$ cat config.mk
export PLATFORM = sky130hd
export DESIGN_NAME = bram_arbiter
export DESIGN_NICKNAME = d
export VERILOG_FILES = /design/src/rtl/bram_pkg.sv /design/src/rtl/bram_arbiter_rr_pick2.sv /design/src/rtl/bram_arbiter.sv
export SDC_FILE = /design/constraint.sdc
export NUM_CORES = 1
export LEC_CHECK = 0
export CORE_MARGIN = 4
export CORE_UTILIZATION = 41
export DETAILED_ROUTE_END_ITERATION = 7
export GPL_TIMING_DRIVEN = 0
export MAX_ROUTING_LAYER = met4
export PLACE_DENSITY = 0.86
export SKIP_LAST_GASP = 1
export SYNTH_ARGS = -nofsm -noshare
export SYNTH_HDL_FRONTEND = slang
export SYNTH_SLANG_ARGS = --single-unit
$ cat constraint.sdc
create_clock -name CLK -period 2.9 [get_ports CLK]
set_input_delay 0.58 -clock CLK [delete_from_list [all_inputs] [get_ports CLK]]
set_output_delay 0.58 -clock CLK [all_outputs]
set_load 0.05 [all_outputs]
$ cat src/rtl/bram_pkg.sv
// Shared widths and FSM state encoding for the BRAM arbiter.
package bram_pkg;

    localparam int ADDR_W = 4;
    localparam int DATA_W = 8;

    typedef enum logic [1:0] {
        IDLE  = 2'd0,
        ACC   = 2'd1,
        RWAIT = 2'd2
    } state_t;

endpackage

$ cat src/rtl/bram_arbiter_rr_pick2.sv
// Two-way winner selection: round-robin with ROUND_ROBIN_EN, else fixed priority to requester 0.
module rr_pick2 (
    input  logic req0,
    input  logic req1,
`ifdef ROUND_ROBIN_EN
    input  logic last,
`endif
    output logic pick
);

    always_comb begin
`ifdef ROUND_ROBIN_EN
        // On contention favour whoever was not served last.
        pick = (req0 && req1) ? ~last : req1;
`else
        pick = ~req0 & req1;
`endif
    end

endmodule

$ cat src/rtl/bram_arbiter.sv
// Two-requester arbiter for a 16x8 single-port block RAM (IDLE -> ACC -> [RWAIT] -> IDLE).
// Optional macro ROUND_ROBIN_EN selects round-robin arbitration instead of fixed priority.
module bram_arbiter
    import bram_pkg::*;
(
    input  logic              CLK,
    input  logic              CLR,
    input  logic              req0,
    input  logic              req1,
    input  logic              we0,
    input  logic              we1,
    input  logic [ADDR_W-1:0] addr0,
    input  logic [ADDR_W-1:0] addr1,
    input  logic [DATA_W-1:0] wdata0,
    input  logic [DATA_W-1:0] wdata1,
    output logic              gnt0,
    output logic              gnt1,
    output logic              rvalid0,
    output logic              rvalid1,
    output logic [DATA_W-1:0] rdata,
    output logic              bram_we,
    output logic [ADDR_W-1:0] bram_addr,
    output logic [DATA_W-1:0] bram_din,
    input  logic [DATA_W-1:0] bram_dout,
    output logic              busy
);

    state_t state;
    logic   owner;
    logic   pick;

`ifdef ROUND_ROBIN_EN
    logic last;

    rr_pick2 u_pick (
        .req0 (req0),
        .req1 (req1),
        .last (last),
        .pick (pick)
    );
`else
    rr_pick2 u_pick (
        .req0 (req0),
        .req1 (req1),
        .pick (pick)
    );
`endif

    assign busy = (state != IDLE);

    always_ff @(posedge CLK) begin
        if (CLR) begin
            state     <= IDLE;
            owner     <= 1'b0;
            gnt0      <= 1'b0;
            gnt1      <= 1'b0;
            rvalid0   <= 1'b0;
            rvalid1   <= 1'b0;
            rdata     <= '0;
            bram_we   <= 1'b0;
            bram_addr <= '0;
            bram_din  <= '0;
`ifdef ROUND_ROBIN_EN
            last      <= 1'b1;
`endif
        end else begin
            rvalid0 <= 1'b0;
            rvalid1 <= 1'b0;
            case (state)
                IDLE: begin
                    if (req0 || req1) begin
                        owner     <= pick;
                        gnt0      <= ~pick;
                        gnt1      <= pick;
                        bram_we   <= pick ? we1    : we0;
                        bram_addr <= pick ? addr1  : addr0;
                        bram_din  <= pick ? wdata1 : wdata0;
`ifdef ROUND_ROBIN_EN
                        last      <= pick;
`endif
                        state     <= ACC;
                    end
                end
                ACC: begin
                    gnt0    <= 1'b0;
                    gnt1    <= 1'b0;
                    bram_we <= 1'b0;
                    // The RAM commits a write at this edge; reads still need the data cycle.
                    state   <= bram_we ? IDLE : RWAIT;
                end
                RWAIT: begin
                    rdata   <= bram_dout;
                    rvalid0 <= ~owner;
                    rvalid1 <= owner;
                    state   <= IDLE;
                end
                default: state <= IDLE;
            endcase
        end
    end

endmodule

==> reports/qor.yml, run 1 <==
yosys-top-cells-area: "dfxtp_1 46%, nand2_1 13%, a311oi_2 12%"
ys_ff_latch: 28
via_count: 1232
ioPinCount: 64
cts_hold_buf: 0
nets: 244
ys_warn_count: 0
clock-sinks: 28
critPathRequiredTime_ps: 2320
syn-num-nets: 176
finalClockSkew_ps: 2.71
cts_buffer_depth: 2
fin_crit_sh_pct: 88.3
fin_tns_setup_ps: 0
drv_cap: 0
multi_input_area_um2: 591
synth_cells: 138
die_w_um: 62.4
cts_root_buf: "clkbuf_4"
fp.dieArea_um2: 3890
status: "finished, final reports clean"
crit_chain: "nor2_4, buf_4, inv_1, clkdlybuf4s50_1"
wl_um: 3220
htreeDepth: 1
ys_seq_area_share_pct: 46.2
critical_path_class: "flop to primary output"
grt_usage_pct: 16.5
switching_share_pct: 34.3
final_common_cell: "clkdlybuf4s50_1"
rsz0062_at_grt: "no"
switchingPower_mw: 0.316
grt_start_max_net_pins: 15
syn_to_final_growth_pct: 57.1
fill_cells: 231
end_kind: "primary output"
cp_data_arrival_time_ps: 1980
slew_viol_final: 0
rows: 19
first_pass_iters: 4
cts-resized-gates: 0
grt_pass1_wl_um: 5340
path_clk_slew_ps: 140
yosysTopAreaCellShare_pct: 46.2
first_iter_violations: 86
initial_core_util_pct: 43.6
finalCriticalPeriod_ps: 2560
setup_viol: 0
fmax_mhz: 390
drcViolationCount: 0
critPathMaxStageDelay_ps: 790
die_y_um: 62.4
tightest_slew_ps: 517
cts_made_buffers: 3
final_cell_mix: "63 x clkdlybuf4s50_1, 41 x nand2_1, 28 x dfxtp_1"
antenna_found_initial: 0
dp_hpwl_um: 2530
internal_power_mw: 0.606
slowest_stage: "clkdlybuf4s50_1"
ir_drop_mv: 0.316
overflow: 0
hold_violations: 0
cp_max_fo: 10
via_per_inst: 5.24
syn_avg_cell_area_um2: 8.79
grt_pass1_vias: 1259
gp_congestion: 0.767
cp-start-kind: "flop"
wire_per_inst_um: 13.7
ant_nets: 0
layout-drive-gt1-share_pct: 12.7
hp-class: "flop to flop"
synth_top_cell_by_area: "dfxtp_1"
postCtsSetupBuffers: 0
ys_types: 27
cts_tree: "yes"
diodes: 0
cp_top_family: "buffers and inverters"
p_leak_nw: 0.706
core_um2: 2780
hold_slack_ps: 465
slew_headroom_pct: 65.5
clock_latency_ps: 320
power_frac_clock_pct: 16.7
synth_area_um2: 1210
power_frac_comb_pct: 36.1
p_seq_share_pct: 47.2
port_buffers: 63
seqCellArea_um2: 561
crit_buf_inv: 3
cellPowerDensity_nw_per_um2: 485
[power groups by stage]
stage / logic [mW] / registers [mW] / clock network, mW
2_1_floorplan: 0.110 / 0.536 / 0
3_3_place_gp: 0.327 / 0.443 / 0
3_5_place_dp: 0.334 / 0.444 / 0
4_1_cts: 0.335 / 0.436 / 0.159
5_1_grt: 0.353 / 0.439 / 0.169
6_report: 0.333 / 0.436 / 0.154
[registers in the layout, summed over array words and instances, names as in the netlist]
register and count:
bram_addr 4, bram_din 8, bram_we 1, gnt0 1, gnt1 1, owner 1
rdata 8, rvalid0 1, rvalid1 1, state 2
[synthesized netlist by cell type]
| library cell | number |
|---|---|
| a21oi_1 | 21 |
| a22oi_1 | 1 |
| a311oi_1 | 2 |
| a311oi_2 | 10 |
| and2_4 | 1 |
| and2b_1 | 1 |
| buf_2 | 7 |
| buf_4 | 1 |
| buf_6 | 1 |
| clkbuf_1 | 1 |
| dfxtp_1 | 28 |
| inv_1 | 1 |
| mux2i_1 | 1 |
| nand2_1 | 41 |
| nand2b_1 | 1 |
| nor2_1 | 5 |
| nor2_4 | 1 |
| nor2b_1 | 3 |
| nor3_1 | 2 |
| nor3b_1 | 1 |
| nor4b_1 | 1 |
| o21ai_0 | 2 |
| o22ai_1 | 1 |
| o31ai_1 | 1 |
| or2_4 | 1 |
| or2b_1 | 1 |
| or3b_2 | 1 |
[area by class of cell]
cell class	count	share of cell area, %
clock buffer	3	1.18
sequential	28	29.4
inverter	1	0.197
multi-input combinational	99	31.0
buffer	10	3.02
timing repair buffer	63	33.1
tap	31	2.04
[per-stage QoR]
stage | std cells | total power, mW | instance area [µm²] | setup slack [ps] | utilization (%)
5_1_grt | 235 | 0.961 | 1900 | 262 | 68.5
6_report | 235 | 0.923 | 1900 | 338 | 68.5
3_3_place_gp | 232 | 0.770 | 1880 | 730 | 67.7
3_5_place_dp | 232 | 0.777 | 1880 | 710 | 67.7
4_1_cts | 235 | 0.930 | 1900 | 333 | 68.5
2_1_floorplan | 138 | 0.647 | 1210 | 1330 | -
[cells by family after synthesis]
group / after synthesis / synth area share (%)
and+or+nand+nor: 60 / 22.8
AOI/OAI and AO/OA: 38 / 25.1
DFF: 28 / 46.2
muxes: 1 / 0.826
buffers and inverters: 11 / 5.06
[routing by layer]
| metal | wire (µm) | track usage, % | up-vias | share of wire (%) |
|---|---|---|---|---|
| met5 | 0 | - | - | 0 |
| met1 | 1380 | 17.4 | 560 | 43 |
| met2 | 1550 | 30.1 | 56 | 48 |
| met3 | 269 | 4.86 | 4 | 8.4 |
| met4 | 19 | 3.98 | 0 | 0.59 |
| li1 | - | - | 612 | - |
[path summary, 6_finish.rpt]
kind | cells past startpoint | slack (ps) | to | start
max | 4 | 340 | busy | state[1]
min | 1 | 470 | state[1] | bram_we
max reg2reg | 4 | 1630 | bram_din[6] | state[0]
min reg2reg | 1 | 470 | state[1] | bram_we
Note: power is estimated with default switching activity, not from simulation.
==> inputs of run 2 (changes only) <==
--- a/config.mk
+++ b/config.mk
@@ -6,11 +6,12 @@
 export NUM_CORES = 1
 export LEC_CHECK = 0
 export CORE_MARGIN = 4
-export CORE_UTILIZATION = 41
+export CORE_UTILIZATION = 43
+export CTS_BUF_LIST = sky130_fd_sc_hd__clkbuf_4
 export DETAILED_ROUTE_END_ITERATION = 7
 export GPL_TIMING_DRIVEN = 0
 export MAX_ROUTING_LAYER = met4
-export PLACE_DENSITY = 0.86
+export PLACE_DENSITY = 0.9
 export SKIP_LAST_GASP = 1
 export SYNTH_ARGS = -nofsm -noshare
 export SYNTH_HDL_FRONTEND = slang
==> run 2 against run 1 <==
Count of clock-buffer cells in the layout stayed put. Register-to-register slack gained 40 ps. Clock power is 66% higher. Maximum frequency decreased by 0.21%. Worst hold slack better by 2.6 ps. Sequential cell count is the same. Die area shrank 4.1%. Power up 11%. Largest power group unchanged. Highest routed layer unchanged.
==> reports/qor.yml, run 2 (synthesis results as in run 1) <==
status: "finished, final reports clean"  # unchanged
cts_made_buffers: 3  # unchanged
end_kind: "primary output"  # unchanged
fp.dieArea_um2: 3730  # was 3890 µm²
grt_start_max_net_pins: 17  # was 15
wire_per_inst_um: 14.6  # was 13.7 µm
grt_usage_pct: 20.5  # was 16.5%
path_clk_slew_ps: 150  # was 140 ps
grt_pass1_vias: 1301  # was 1259
die_y_um: 61.1  # was 62.4 µm
cts_buffer_depth: 2  # unchanged
hold_slack_ps: 468  # was 465 ps
fill_cells: 189  # was 231
fmax_mhz: 390  # about the same
r2r_slack_ps: 1670  # was 1630 ps
use_met2_pct: 37.2  # was 30.1%
core_um2: 2590  # was 2780 µm²
ioPinCount: 64  # unchanged
finalClockSkew_ps: 1.36  # was 2.71 ps
layout-drive-gt1-share_pct: 13.2  # was 12.7%
cts_tree: "yes"  # unchanged
rsz0062_at_grt: "no"  # unchanged
via_per_inst: 5.25  # was 5.24
overflow: 0  # unchanged
final_common_cell: "clkdlybuf4s50_1"  # unchanged
p_leak_nw: 0.721  # was 0.706 nW
final_cell_mix: "63 x clkdlybuf4s50_1, 41 x nand2_1, 28 x dfxtp_1"  # unchanged
initial_core_util_pct: 46.8  # was 43.6%
fin_crit_sh_pct: 88.5  # was 88.3%
fin_tns_setup_ps: 0  # unchanged
hold_violations: 0  # unchanged
hp-start: "bram_we"  # unchanged
tightest_slew_ps: 524  # was 517 ps
die_w_um: 61.1  # was 62.4 µm
first_iter_violations: 34  # was 86
postCtsSetupBuffers: 0  # unchanged
crit_path_end: "busy"  # unchanged
gp_congestion: 0.744  # was 0.767
cp_max_fo: 10  # unchanged
r2r-end: "owner"  # was bram_din[6]
nets: 244  # unchanged
top_regs: "bram_din (8), rdata (8), bram_addr (4)"  # unchanged
first_pass_iters: 4  # unchanged
r2r_start: "state[0]"  # unchanged
cts-resized-gates: 0  # unchanged
hp-class: "flop to flop"  # unchanged
diodes: 0  # unchanged
setup_viol: 0  # unchanged
slew_viol_final: 0  # unchanged
r2r_cells: 3  # was 4
dp_hpwl_um: 2700  # was 2530 µm
syn_to_final_growth_pct: 59.4  # was 57.1%
drv_cap: 0  # unchanged
htreeDepth: 1  # unchanged
clock_latency_ps: 330  # was 320 ps
critPathRequiredTime_ps: 2320  # about the same
clock-sinks: 28  # unchanged
cts_hold_buf: 0  # unchanged
seqCellArea_um2: 561  # unchanged
ir_drop_mv: 0.408  # was 0.316 mV
top_usage_layer: "met2"  # unchanged
finalCriticalPeriod_ps: 2570  # was 2560 ps
rows: 18  # was 19
use_met3_pct: 5.66  # was 4.86%
ant_nets: 0  # unchanged
cellPowerDensity_nw_per_um2: 531  # was 485 nW/µm²
wl_um: 3430  # was 3220 µm
slew_headroom_pct: 65.0  # was 65.5%
multi_input_area_um2: 591  # unchanged
via_count: 1233  # was 1232
grt_pass1_wl_um: 5560  # was 5340 µm
drcViolationCount: 0  # unchanged
antenna_found_initial: 0  # unchanged
cp_data_arrival_time_ps: 1990  # was 1980 ps
cp-start-kind: "flop"  # unchanged
port_buffers: 63  # unchanged
cp-startpoint: "state[1]"  # unchanged
cts_root_buf: "clkbuf_4"  # unchanged
critical_path_class: "flop to primary output"  # unchanged
grt_use_met1_pct: 21.4  # was 17.4%
## run 2: cell count changes in the layout (fill, tap and decap cells not counted), sizes merged
cell    change
bufinv      +1
## run 2: metal layers
metal / share of wire [%] / wire [µm] / up-vias
li1: - / - / 612
met1: 39 / 1350 / 561
met2: 49 / 1690 / 56
met3: 10 / 354 / 4
met4: 0.90 / 31 / 0
met5: 0 / 0 / -
## run 2: report_power, final
group	switching, mW	total (mW)	internal (mW)
clock network	0.115	0.255	0.140
registers	0.0203	0.436	0.415
logic	0.193	0.335	0.142
## run 2: cell type report
class,count,area share [%]
Sequential cell,28,29.0
Clock buffer,3,1.17
Multi-Input combinational cell,99,30.6
Buffer,10,2.98
Inverter,1,0.194
Clock inverter,1,1.55
Tap cell,30,1.94
Timing Repair Buffer,63,32.6
## run 2: how the worst min path moves through the flow
stage,end,slack (ps),cells past startpoint
floorplan,rvalid0,420,1
global placement,state[1],430,1
detailed placement,state[1],450,1
CTS,state[1],470,1
global route,rvalid0,490,1
finish,state[1],470,1
## run 2: worst max-delay path, stage by stage (launching register included)
cell,delay (ps)
dfxtp_1,540
nor2_4,90
buf_4,180
inv_1,50
clkdlybuf4s50_1,790
## run 2: through the flow
step | total power [mW] | area (µm²) | utilization, % | setup slack [ps] | std cells
floorplan | 0.647 | 1210 | - | 1330 | 138
global placement | 0.770 | 1880 | 72.6 | 731 | 231
detailed placement | 0.779 | 1880 | 72.6 | 717 | 231
CTS | 1.03 | 1930 | 74.6 | 339 | 235
global route | 1.07 | 1930 | 74.6 | 254 | 235
finish | 1.03 | 1930 | 74.6 | 333 | 235
